==> config.mk <==
export PLATFORM = sky130hd
export DESIGN_NAME = aes_round_ctrl_flat
export DESIGN_NICKNAME = d
export VERILOG_FILES = /design/src/rtl/aes_round_ctrl_if.sv /design/src/rtl/aes_round_ctrl.sv /design/src/flat_wrapper.sv
export SDC_FILE = /design/constraint.sdc
export NUM_CORES = 1
export LEC_CHECK = 0
export CORE_UTILIZATION = 49
export CTS_BUF_LIST = sky130_fd_sc_hd__clkbuf_2
export CTS_CLUSTER_SIZE = 30
export DETAILED_ROUTE_END_ITERATION = 12
export PLACE_DENSITY = 0.92
export SYNTH_ARGS = -nofsm -noshare
export SYNTH_HDL_FRONTEND = slang
export SYNTH_SLANG_ARGS = --single-unit
==> constraint.sdc <==
create_clock -name clk -period 2.61 [get_ports clk]
set_input_delay 0.6525 -clock clk [delete_from_list [all_inputs] [get_ports clk]]
set_output_delay 0.6525 -clock clk [all_outputs]
set_load 0.05 [all_outputs]
==> src/rtl/aes_round_ctrl_if.sv <==
// aes_round_ctrl_if
//   Groups the handshake and datapath-control signals of the AES-128
//   word-serial round sequencer.
//   master : block-level requester / datapath side (drives start, key_ready,
//            stall, out_ready; observes the sequencer outputs)
//   slave  : the sequencer itself
interface aes_round_ctrl_if;
  logic       start;
  logic       key_ready;
  logic       stall;
  logic       out_ready;
  logic       busy;
  logic [3:0] round_idx;
  logic [1:0] word_idx;
  logic [5:0] rk_addr;
  logic       in_sel;
  logic       en_sub;
  logic       en_shift;
  logic       en_mix;
  logic       en_ark;
  logic       state_we;
  logic       out_valid;

  modport master (
    output start, key_ready, stall, out_ready,
    input  busy, round_idx, word_idx, rk_addr, in_sel,
           en_sub, en_shift, en_mix, en_ark, state_we, out_valid
  );

  modport slave (
    input  start, key_ready, stall, out_ready,
    output busy, round_idx, word_idx, rk_addr, in_sel,
           en_sub, en_shift, en_mix, en_ark, state_we, out_valid
  );
endinterface

==> src/rtl/aes_round_ctrl.sv <==
// aes_round_ctrl
//   Sequencer for a 32-bit word-serial AES-128 encryption datapath. Walks the
//   datapath through initial AddRoundKey, then SubBytes/ShiftRows/MixColumns/
//   AddRoundKey per round (no MixColumns in the last round), and presents the
//   ciphertext one word at a time. Performs no data arithmetic.
// Ports:
//   clk  - clock, rising edge
//   rst  - asynchronous, active-high reset
//   bus  - aes_round_ctrl_if.slave: start/key_ready request, stall freeze,
//          out_valid/out_ready ciphertext handshake, phase enables,
//          round/word indices and round-key word address
//
// state | meaning
// IDLE  | waiting for start with key_ready
// ARK0  | initial AddRoundKey on plaintext words 0..3 (in_sel=1)
// SUB   | SubBytes on words 0..3
// SHIFT | ShiftRows on the whole state, one cycle
// MIX   | MixColumns on words 0..3 (rounds 1..NR-1 only)
// ARK   | AddRoundKey on words 0..3
// OUT   | ciphertext words 0..3 presented with out_valid
module aes_round_ctrl #(
  parameter int unsigned NR = 10
) (
  input  logic              clk,
  input  logic              rst,
  aes_round_ctrl_if.slave   bus
);

  typedef enum logic [2:0] {
    IDLE  = 3'd0,
    ARK0  = 3'd1,
    SUB   = 3'd2,
    SHIFT = 3'd3,
    MIX   = 3'd4,
    ARK   = 3'd5,
    OUT   = 3'd6
  } state_t;

  localparam logic [3:0] LAST_ROUND = 4'(NR);

  state_t     state_q, state_d;
  logic [3:0] round_q, round_d;
  logic [1:0] word_q,  word_d;

  always_ff @(posedge clk or posedge rst) begin
    if (rst) begin
      state_q <= IDLE;
      round_q <= 4'd0;
      word_q  <= 2'd0;
    end else begin
      state_q <= state_d;
      round_q <= round_d;
      word_q  <= word_d;
    end
  end

  always_comb begin
    state_d = state_q;
    round_d = round_q;
    word_d  = word_q;
    case (state_q)
      IDLE: begin
        if (bus.start && bus.key_ready) begin
          state_d = ARK0;
          round_d = 4'd0;
          word_d  = 2'd0;
        end
      end
      ARK0: begin
        if (!bus.stall) begin
          word_d = word_q + 2'd1;
          if (word_q == 2'd3) begin
            round_d = 4'd1;
            state_d = SUB;
          end
        end
      end
      SUB: begin
        if (!bus.stall) begin
          word_d = word_q + 2'd1;
          if (word_q == 2'd3) state_d = SHIFT;
        end
      end
      SHIFT: begin
        // word_q stays 0 here; last round skips MixColumns
        if (!bus.stall) state_d = (round_q < LAST_ROUND) ? MIX : ARK;
      end
      MIX: begin
        if (!bus.stall) begin
          word_d = word_q + 2'd1;
          if (word_q == 2'd3) state_d = ARK;
        end
      end
      ARK: begin
        if (!bus.stall) begin
          word_d = word_q + 2'd1;
          if (word_q == 2'd3) begin
            if (round_q < LAST_ROUND) begin
              round_d = round_q + 4'd1;
              state_d = SUB;
            end else begin
              state_d = OUT;
            end
          end
        end
      end
      OUT: begin
        // round_q holds NR while the ciphertext drains
        if (bus.out_ready) begin
          word_d = word_q + 2'd1;
          if (word_q == 2'd3) begin
            state_d = IDLE;
            round_d = 4'd0;
            word_d  = 2'd0;
          end
        end
      end
      default: begin
        state_d = IDLE;
        round_d = 4'd0;
        word_d  = 2'd0;
      end
    endcase
  end

  // stall masks every datapath write combinationally in the cycle it is seen
  logic go;
  assign go = ~bus.stall;

  assign bus.busy      = (state_q != IDLE);
  assign bus.round_idx = round_q;
  assign bus.word_idx  = word_q;
  assign bus.rk_addr   = {round_q, word_q};
  assign bus.in_sel    = (state_q == ARK0) && go;
  assign bus.en_sub    = (state_q == SUB) && go;
  assign bus.en_shift  = (state_q == SHIFT) && go;
  assign bus.en_mix    = (state_q == MIX) && go;
  assign bus.en_ark    = ((state_q == ARK0) || (state_q == ARK)) && go;
  assign bus.state_we  = bus.en_sub | bus.en_shift | bus.en_mix | bus.en_ark;
  assign bus.out_valid = (state_q == OUT);

endmodule

==> src/flat_wrapper.sv <==
// flat-port wrapper written by rule: the top's interface ports become plain ports
module aes_round_ctrl_flat 
#(
  parameter int unsigned NR = 10
)
  (clk, rst, bus_start, bus_key_ready, bus_stall, bus_out_ready, bus_busy, bus_round_idx, bus_word_idx, bus_rk_addr, bus_in_sel, bus_en_sub, bus_en_shift, bus_en_mix, bus_en_ark, bus_state_we, bus_out_valid);
  aes_round_ctrl_if bus_i ();
  input  logic clk;
  input  logic rst;
  input wire logic [$bits(bus_i.start)-1:0] bus_start;
  input wire logic [$bits(bus_i.key_ready)-1:0] bus_key_ready;
  input wire logic [$bits(bus_i.stall)-1:0] bus_stall;
  input wire logic [$bits(bus_i.out_ready)-1:0] bus_out_ready;
  output wire logic [$bits(bus_i.busy)-1:0] bus_busy;
  output wire logic [$bits(bus_i.round_idx)-1:0] bus_round_idx;
  output wire logic [$bits(bus_i.word_idx)-1:0] bus_word_idx;
  output wire logic [$bits(bus_i.rk_addr)-1:0] bus_rk_addr;
  output wire logic [$bits(bus_i.in_sel)-1:0] bus_in_sel;
  output wire logic [$bits(bus_i.en_sub)-1:0] bus_en_sub;
  output wire logic [$bits(bus_i.en_shift)-1:0] bus_en_shift;
  output wire logic [$bits(bus_i.en_mix)-1:0] bus_en_mix;
  output wire logic [$bits(bus_i.en_ark)-1:0] bus_en_ark;
  output wire logic [$bits(bus_i.state_we)-1:0] bus_state_we;
  output wire logic [$bits(bus_i.out_valid)-1:0] bus_out_valid;
  assign bus_i.start = bus_start;
  assign bus_i.key_ready = bus_key_ready;
  assign bus_i.stall = bus_stall;
  assign bus_i.out_ready = bus_out_ready;
  assign bus_busy = bus_i.busy;
  assign bus_round_idx = bus_i.round_idx;
  assign bus_word_idx = bus_i.word_idx;
  assign bus_rk_addr = bus_i.rk_addr;
  assign bus_in_sel = bus_i.in_sel;
  assign bus_en_sub = bus_i.en_sub;
  assign bus_en_shift = bus_i.en_shift;
  assign bus_en_mix = bus_i.en_mix;
  assign bus_en_ark = bus_i.en_ark;
  assign bus_state_we = bus_i.state_we;
  assign bus_out_valid = bus_i.out_valid;
  aes_round_ctrl #(.NR(NR)) u_core (.clk(clk), .rst(rst), .bus(bus_i));
endmodule
# Word-level counts from Yosys, hierarchy flattened
# Cells that the tools add are included.
[word_totals]
in_bits = 6
out_inout_bits = 20
ff_bits = 9
[op_classes]
eq_ne = 21
bitwise_logic = 6
n_lt_le_gt_ge = 1
addsub = 2
reduce_logical = 14
muxes = 29
[ops]
columns = ["cell", "count"]
rows = [
  ["2-to-1 mux 3 bit", 13],
  ["2-to-1 mux 4 bit", 8],
  ["case mux 3 bit (7 select lines)", 1],
  ["case mux 4 bit (5 select lines)", 1],
  ["inequality test 2 x 1 -> 1 bit, second input constant", 7],
  ["inequality test 2 bit, second input constant", 7],
  ["AND reduction 12 bit", 1],
  ["equality test 3 bit, second input constant", 3],
  ["AND reduction 9 bit", 1],
  ["2-to-1 mux 2 bit", 4],
  ["case mux 2 bit (4 select lines)", 1],
  ["equality test 3 x 2 -> 1 bit, second input constant", 2],
  ["logical AND 1 bit", 6],
  ["adder 4 x 1 -> 4 bit, second input constant", 1],
  ["< comparator 4 bit, second input constant", 1],
  ["AND reduction 4 bit", 1],
  ["OR reduction 4 bit", 1],
  ["equality test 3 x 1 -> 1 bit, second input constant", 1],
  ["logical NOT 3 bit", 1],
  ["inverter 1 bit", 3],
  ["bitwise OR 1 bit", 3],
  ["nonzero test 3 bit", 1],
  ["OR reduction 3 bit", 1],
  ["adder 2 x 1 -> 2 bit, second input constant", 1],
  ["3 further kinds", 3],
]

# Logic depth before layout (Yosys ltp)
# Gate-level depths: netlist of the first run.
[logic_depth]
ltp_word = 5
ltp_mapped = 6

# Worst setup path after synthesis of the first run
# Ideal clock, no wire load.
[synth_timing]
path_type = "reg2out"
start = "register u_core.state_q[2]"
end = "output port bus_en_sub"
path_slack_ns = 0.049
t_arrival_ns = 1.908
stages_incl_launch_ff = 5
n_path_buf = 2
path_cell_list = "dfrtp_1 buf_2 clkbuf_1 nand2b_1 nor3_1"
[synth_via]
elab_chain_len = 2
[synth_lines]
columns = ["element", "line_no", "source"]
rows = [
  ["start, declared", "aes_round_ctrl.sv:41", "state_t state_q, state_d;"],
  ["start signal, assigned", "aes_round_ctrl.sv:51", "state_q <= state_d;"],
  ["equality test 3 x 2 -> 1 bit", "aes_round_ctrl.sv:135", "assign bus.en_sub = (state_q == SUB) && go;"],
  ["logical AND 1 bit", "aes_round_ctrl.sv:135", ""],
  ["end, declared", "flat_wrapper.sv:19", "output wire logic [$bits(bus_i.en_sub)-1:0] bus_en_sub;"],
]
# Every way passes these cells.

# Worst setup path in the final report of the first run
[layout_timing]
start = "input port bus_stall"
end = "output port bus_en_shift"
[layout_via]
elab_chain_len = 2
[layout_lines]
columns = ["element", "line_no", "source"]
rows = [
  ["start, declared", "flat_wrapper.sv:12", "input wire logic [$bits(bus_i.stall)-1:0] bus_stall;"],
  ["inverter 1 bit", "aes_round_ctrl.sv:128", "assign go = ~bus.stall;"],
  ["logical AND 1 bit", "aes_round_ctrl.sv:136", "assign bus.en_shift = (state_q == SHIFT) && go;"],
  ["end, declared", "flat_wrapper.sv:20", "output wire logic [$bits(bus_i.en_shift)-1:0] bus_en_shift;"],
]
# Every way passes these cells.

==> results of run 1 <==
==> per-layer routing <==
| layer | track usage | wire, microns | part of all wire | vias up |
|---|---|---|---|---|
| met3 | 0.01667 | 54 | 0.031 | 2 |
| met2 | 0.4087 | 891 | 0.52 | 15 |
| met1 | 0.3088 | 762 | 0.44 | 331 |
| li1 | - | - | - | 339 |
| met4 | 0.1083 | 12 | 0.0070 | 0 |
| met5 | 0 | 0 | 0 | - |
==> sequential cells by signal (all words and copies together), names as in the netlist <==
register,flops
u_core.bus.round_idx,4
u_core.bus.word_idx,2
u_core.state_q,3
==> cells by family after synthesis <==
kind of cell	synth area share
AOI/OAI and AO/OA	0.2708
muxes	0.04687
and+or+nand+nor	0.2153
DFF	0.3125
adders and majority gates	0.03472
buffers and inverters	0.1198
==> worst max-delay path, cell delays in order <==
cell             delay, ns
clkdlybuf4s50_1       0.61
inv_1                 0.15
and3_1                0.22
buf_12                0.15
==> area by class of cell <==
type,count,share of cell area
flip-flops and latches,9,0.2250
repair buffers,26,0.3125
multi-input cells,60,0.4087
clock buffers,4,0.02000
well taps,15,0.01875
inverters,4,0.01500
==> layout by cell type, fill, tap and decap left out, types with 4 or more instances in the layout <==
| master | n |
|---|---|
| inv_1 | 4 |
| buf_12 | 6 |
| o21ai_0 | 5 |
| nor2_1 | 7 |
| dfrtp_1 | 9 |
| nand2b_1 | 4 |
| clkbuf_2 | 4 |
| clkdlybuf4s50_1 | 17 |
| nor3_1 | 5 |
| nand2_1 | 4 |
==> metrics by stage <==
| stage | utilization | hold WS (ns) |
|---|---|---|
| global route | 0.7505 | 0.5750 |
| finish | 0.7505 | 0.5502 |
| floorplan | - | 0.4804 |
| CTS | 0.7505 | 0.5533 |
| detailed placement | 0.7355 | 0.5388 |
| global placement | 0.7355 | 0.5265 |
==> final timing paths <==
path,endpoint,start,slack [ns]
min,u_core.bus.round_idx[3]$_DFFE_PP0P_,u_core.bus.round_idx[3]$_DFFE_PP0P_,0.55
max in group asynchronous,u_core.bus.round_idx[0]$_DFFE_PP0P_,rst,1.69
max reg2reg,u_core.bus.round_idx[0]$_DFFE_PP0P_,u_core.state_q[2]$_DFFE_PP0P_,0.67
min in group asynchronous,u_core.bus.round_idx[2]$_DFFE_PP0P_,rst,0.67
min reg2reg,u_core.bus.round_idx[3]$_DFFE_PP0P_,u_core.bus.round_idx[3]$_DFFE_PP0P_,0.55
max,bus_en_shift,bus_stall,0.17
==> power breakdown <==
| group | switching [mW] | leakage, nW | internal [mW] |
|---|---|---|---|
| clock network | 0.0439 | 0.0166 | 0.0408 |
| logic | 0.502 | 0.320 | 0.344 |
| registers | 0.119 | 0.118 | 0.180 |
==> results.md, run 1 <==
* Outcome: finished, final reports clean
* Achievable Freq at 410.0 MHz
* Cell taking the most area after synthesis: dfrtp_1
* Worst setup SP type: input port
* Sequential share of the synthesized area at 0.3125
* Vias in the first global route at 602
* Largest net degree at the start of global routing at 21
* Post-synth top flop: dfrtp_1
* Clock-pin slew on the worst setup and hold paths at 0.09 ns
* Post-layout minimum cycle time at 2.439 ns
* Core Rows at 13
* Drt drc at 0
* R2R depth at 5
* Diodes inserted at 0
* Relative slew slack at 0.6213
* Crit Path Category: input port to primary output
* TNS Setup at 0 ns
* Leak Pwr at 0.4552 nW
* GRT Total Usage at 0.2404
* 1st-pass router iterations at 4
* WL final at 1.721 mm
* Initial core utilization at 0.5403
* Final slew viol count at 0
* I/O pin total at 26
* Cell depth of the worst hold path at 1
* HPWL Detailed at 1.313 mm
* RSZ-0062 raised after global routing: false
* Post-synth cell types at 31
* Layout cells sized above 1 at 0.1845
* Avg Cell Area, Syn at 8.479 sq um
* Pre-CTS setup slack at 0.1781 ns
* Grt ovf at 0
* GP Congestion at 0.7888
* #FFs+latches synth at 9
* Post-route ant nets at 0
* Post-CTS Resized at 0
* Hold Crit Class: register to register
* Final Skew at 0.004181 ns
* Seq. cell area at 225.2 sq um
* DR vias/cell at 5.822
* Die H at 40.35 microns
* Post-route insts no fill at 118
* Setup bufs post-CTS at 0
* Avg WL per Cell at 14.58 microns
* Peak VDD IR at 0.6390 mV
* Design area at 0.001001 sq mm
* Inst Count DP at 114
* Req. time, crit path at 1.96 ns
* Syn_nets at 93
* Mapped Cells at 85
* Final hold vios at 0
* PortBufs at 25
* Full die area at 0.001628 sq mm
* Synth top area share at 0.3125
* Yosys warnings at 0
* Slew @ Worst Pin at 0.5681 ns
* Final worst slack at 0.1711 ns
* Antenna violations before repair at 0
* Final net count at 112
* Pwr/cell area at 1228 mW/mm^2
* Hold-fix buffers, CTS at 0
* Synth Cell Area at 720.7 sq um
* Clock sinks at 9
* Max cap viols at 0
* H-tree levels at 1
* Synth async-reset ratio at 1.000
* Clock Path Buffers at 2
* # fillers at 95
* EDFF count, synth at 0
* Critical Path AT at 1.79 ns
* Setup crit end kind: primary output
* CTS Root Cell: clkbuf_2
* Placed instance area at 980.9 sq um
* Worst Path Max Fanout at 8
* Num CTS Buffers at 3
* Area growth from synthesis to layout at 38.89%
* Vias post-DR at 687
* Worst-Skew Late Latency at 0.23 ns
* DRT iter0 DRCs at 18
* Power Total at 1.229 mW
* Die W at 40.35 microns
* First-pass GRT wire length at 2.594 mm
* Post-synth top cells: dfrtp_1, nor2_1, buf_4
* Multi-input gate area at 409.1 sq um
* CTS tree: yes
* Synth top area cells: dfrtp_1, buf_4, o41ai_2
* Fin crit share at 0.9344
* Final setup viols at 0
* Most numerous cell in the Yosys netlist: dfrtp_1
* Core Region at 0.001334 sq mm
(Power assumes the default switching activity.)
==> run 2: changes to the inputs <==
--- a/config.mk
+++ b/config.mk
@@ -5,11 +5,13 @@
 export SDC_FILE = /design/constraint.sdc
 export NUM_CORES = 1
 export LEC_CHECK = 0
+export ABC_CLOCK_PERIOD_IN_PS = 2610
 export CORE_UTILIZATION = 49
 export CTS_BUF_LIST = sky130_fd_sc_hd__clkbuf_2
 export CTS_CLUSTER_SIZE = 30
 export DETAILED_ROUTE_END_ITERATION = 12
 export PLACE_DENSITY = 0.92
+export REMOVE_ABC_BUFFERS = 1
 export SYNTH_ARGS = -nofsm -noshare
 export SYNTH_HDL_FRONTEND = slang
 export SYNTH_SLANG_ARGS = --single-unit
==> run 2 against run 1 <==
Non-clock buffer count rose by 1. Sequential power decreased by 5%. Clock skew down 0.0025 ns. Highest routed layer unchanged. Wire length fell by 8.4%. Critical endpoint unchanged. Maximum frequency down 1.0%. First-iteration DRC count decreased by 78%. Register-to-register slack is essentially flat. Cell count rose by 0.85%.
==> results.md, run 2 (synthesized netlist as in run 1, its figures left out) <==
* Outcome: finished, final reports clean
* CTS tree: yes
* RR Startpoint: u_core.state_q[1]$_DFFE_PP0P_
* Die W at 40.35 microns
* GRT Total Usage at 0.2323
* Layout cells sized above 1 at 0.1923
* Drt drc at 0
* Commonest non-fill, non-tap cell in the layout: clkdlybuf4s50_1
* Leak Pwr at 0.4602 nW
* First-pass GRT wire length at 2.484 mm
* Crit-path max cell delay at 0.62 ns
* Worst Hold Launch: u_core.bus.round_idx[3]$_DFFE_PP0P_
* Seq. cell area at 225.2 sq um
* Clock sinks at 9
* DR vias/cell at 5.756
* Design area at 0.001008 sq mm
* Vias in the first global route at 588
* Relative slew slack at 0.6425
* WHS at 0.5350 ns
* Core Rows at 13
* Diodes inserted at 0
* Area growth from synthesis to layout at 39.93%
* Hold-fix buffers, CTS at 0
* Num CTS Buffers at 3
* Grt ovf at 0
* Antenna violations before repair at 0
* Crit. Startpoint: bus_stall
* Crit Path Category: input port to primary output
* I/O pin total at 26
* Worst path bufs/invs at 3
* Max cap viols at 0
* Peak VDD IR at 0.6470 mV
* RSZ-0062 raised after global routing: false
* Worst Path Max Fanout at 8
* TNS Setup at 0 ns
* Post-route ant nets at 0
* Multi-input gate area at 409.1 sq um
* Full die area at 0.001628 sq mm
* HPWL Detailed at 1.253 mm
* Final Skew at 0.001721 ns
* Avg WL per Cell at 13.24 microns
* H-tree levels at 1
* Critical Path AT at 1.81 ns
* Final slew viol count at 0
* Hold Crit Class: register to register
* Final setup viols at 0
* Largest register FFs at 4
* Core Region at 0.001334 sq mm
* Vias post-DR at 685
* Power Total at 1.225 mW
* Worst-Skew Late Latency at 0.23 ns
* Initial core utilization at 0.5403
* Req. time, crit path at 1.96 ns
* Worst setup SP type: input port
* PortBufs at 25
* Final hold vios at 0
* Post-layout minimum cycle time at 2.465 ns
* Clock-pin slew on the worst setup and hold paths at 0.08 ns
* Crit-path cells: clkdlybuf4s50_1 > inv_1 > and3_1 > buf_12
* # fillers at 100
* Placed instance area at 988.4 sq um
* Largest net degree at the start of global routing at 21
* Commonest non-fill, non-tap cells in the layout: clkdlybuf4s50_1, dfrtp_1, nor2_1, buf_12
* Setup crit end kind: primary output
* Achievable Freq at 405.8 MHz
* Slew @ Worst Pin at 0.5346 ns
* GP Congestion at 0.8113
* Clock Path Buffers at 2
* Slowest cell on crit path: clkdlybuf4s50_1
* Pwr/cell area at 1215 mW/mm^2
* Reg-to-reg slack, setup at 0.67 ns
* Delay-heaviest family, CP: buffers and inverters
* Fin crit share at 0.9443
* 1st-pass router iterations at 4
* Final net count at 113
* Setup bufs post-CTS at 0
* DRT iter0 DRCs at 4
* Post-CTS Resized at 0
* CTS Root Cell: clkbuf_2
* WL final at 1.576 mm
* Die H at 40.35 microns
[run 2: cell count changes in the layout (fill, tap and decap cells not counted)]
cell | before | now
buf_4 | 3 | 4
[run 2: worst paths after layout]
check,cells after the start,endpoint
max,4,bus_en_shift
min,1,u_core.bus.round_idx[3]$_DFFE_PP0P_
max reg2reg,4,u_core.bus.round_idx[3]$_DFFE_PP0P_
min reg2reg,1,u_core.bus.round_idx[3]$_DFFE_PP0P_
max in group asynchronous,2,u_core.state_q[1]$_DFFE_PP0P_
min in group asynchronous,2,u_core.state_q[2]$_DFFE_PP0P_
[run 2: per-stage QoR]
| step | setup slack (ns) | std cells | utilization |
|---|---|---|---|
| 6_report | 0.1454 | 119 | 0.7561 |
| 5_1_grt | 0.1155 | 119 | 0.7561 |
| 4_1_cts | 0.1553 | 119 | 0.7561 |
| 3_5_place_dp | 0.1601 | 115 | 0.7411 |
| 3_3_place_gp | 0.2135 | 115 | 0.7411 |
| 2_1_floorplan | 0.1139 | 73 | - |
[run 2: where the power goes]
part	internal [mW]	switching [mW]	total, mW
Sequential	0.180	0.102	0.283
Combinational	0.353	0.507	0.860
Clock	0.0408	0.0424	0.0832
Total	0.574	0.651	1.23
[run 2: final cells by class]
| class | instances | area share |
|---|---|---|
| Inverter | 4 | 0.01489 |
| Sequential cell | 9 | 0.2233 |
| Tap cell | 15 | 0.01861 |
| Clock buffer | 4 | 0.01985 |
| Multi-Input combinational cell | 60 | 0.4057 |
| Timing Repair Buffer | 27 | 0.3176 |
[run 2: routing by layer]
| layer | wire length [microns] | global-route usage | up-vias | share of wire |
|---|---|---|---|---|
| li1 | - | - | 339 | - |
| met1 | 704 | 0.2982 | 320 | 0.45 |
| met4 | 53 | 0.1583 | 0 | 0.034 |
| met3 | 53 | 0.03889 | 6 | 0.034 |
| met5 | 0 | 0 | - | 0 |
| met2 | 765 | 0.3532 | 20 | 0.49 |
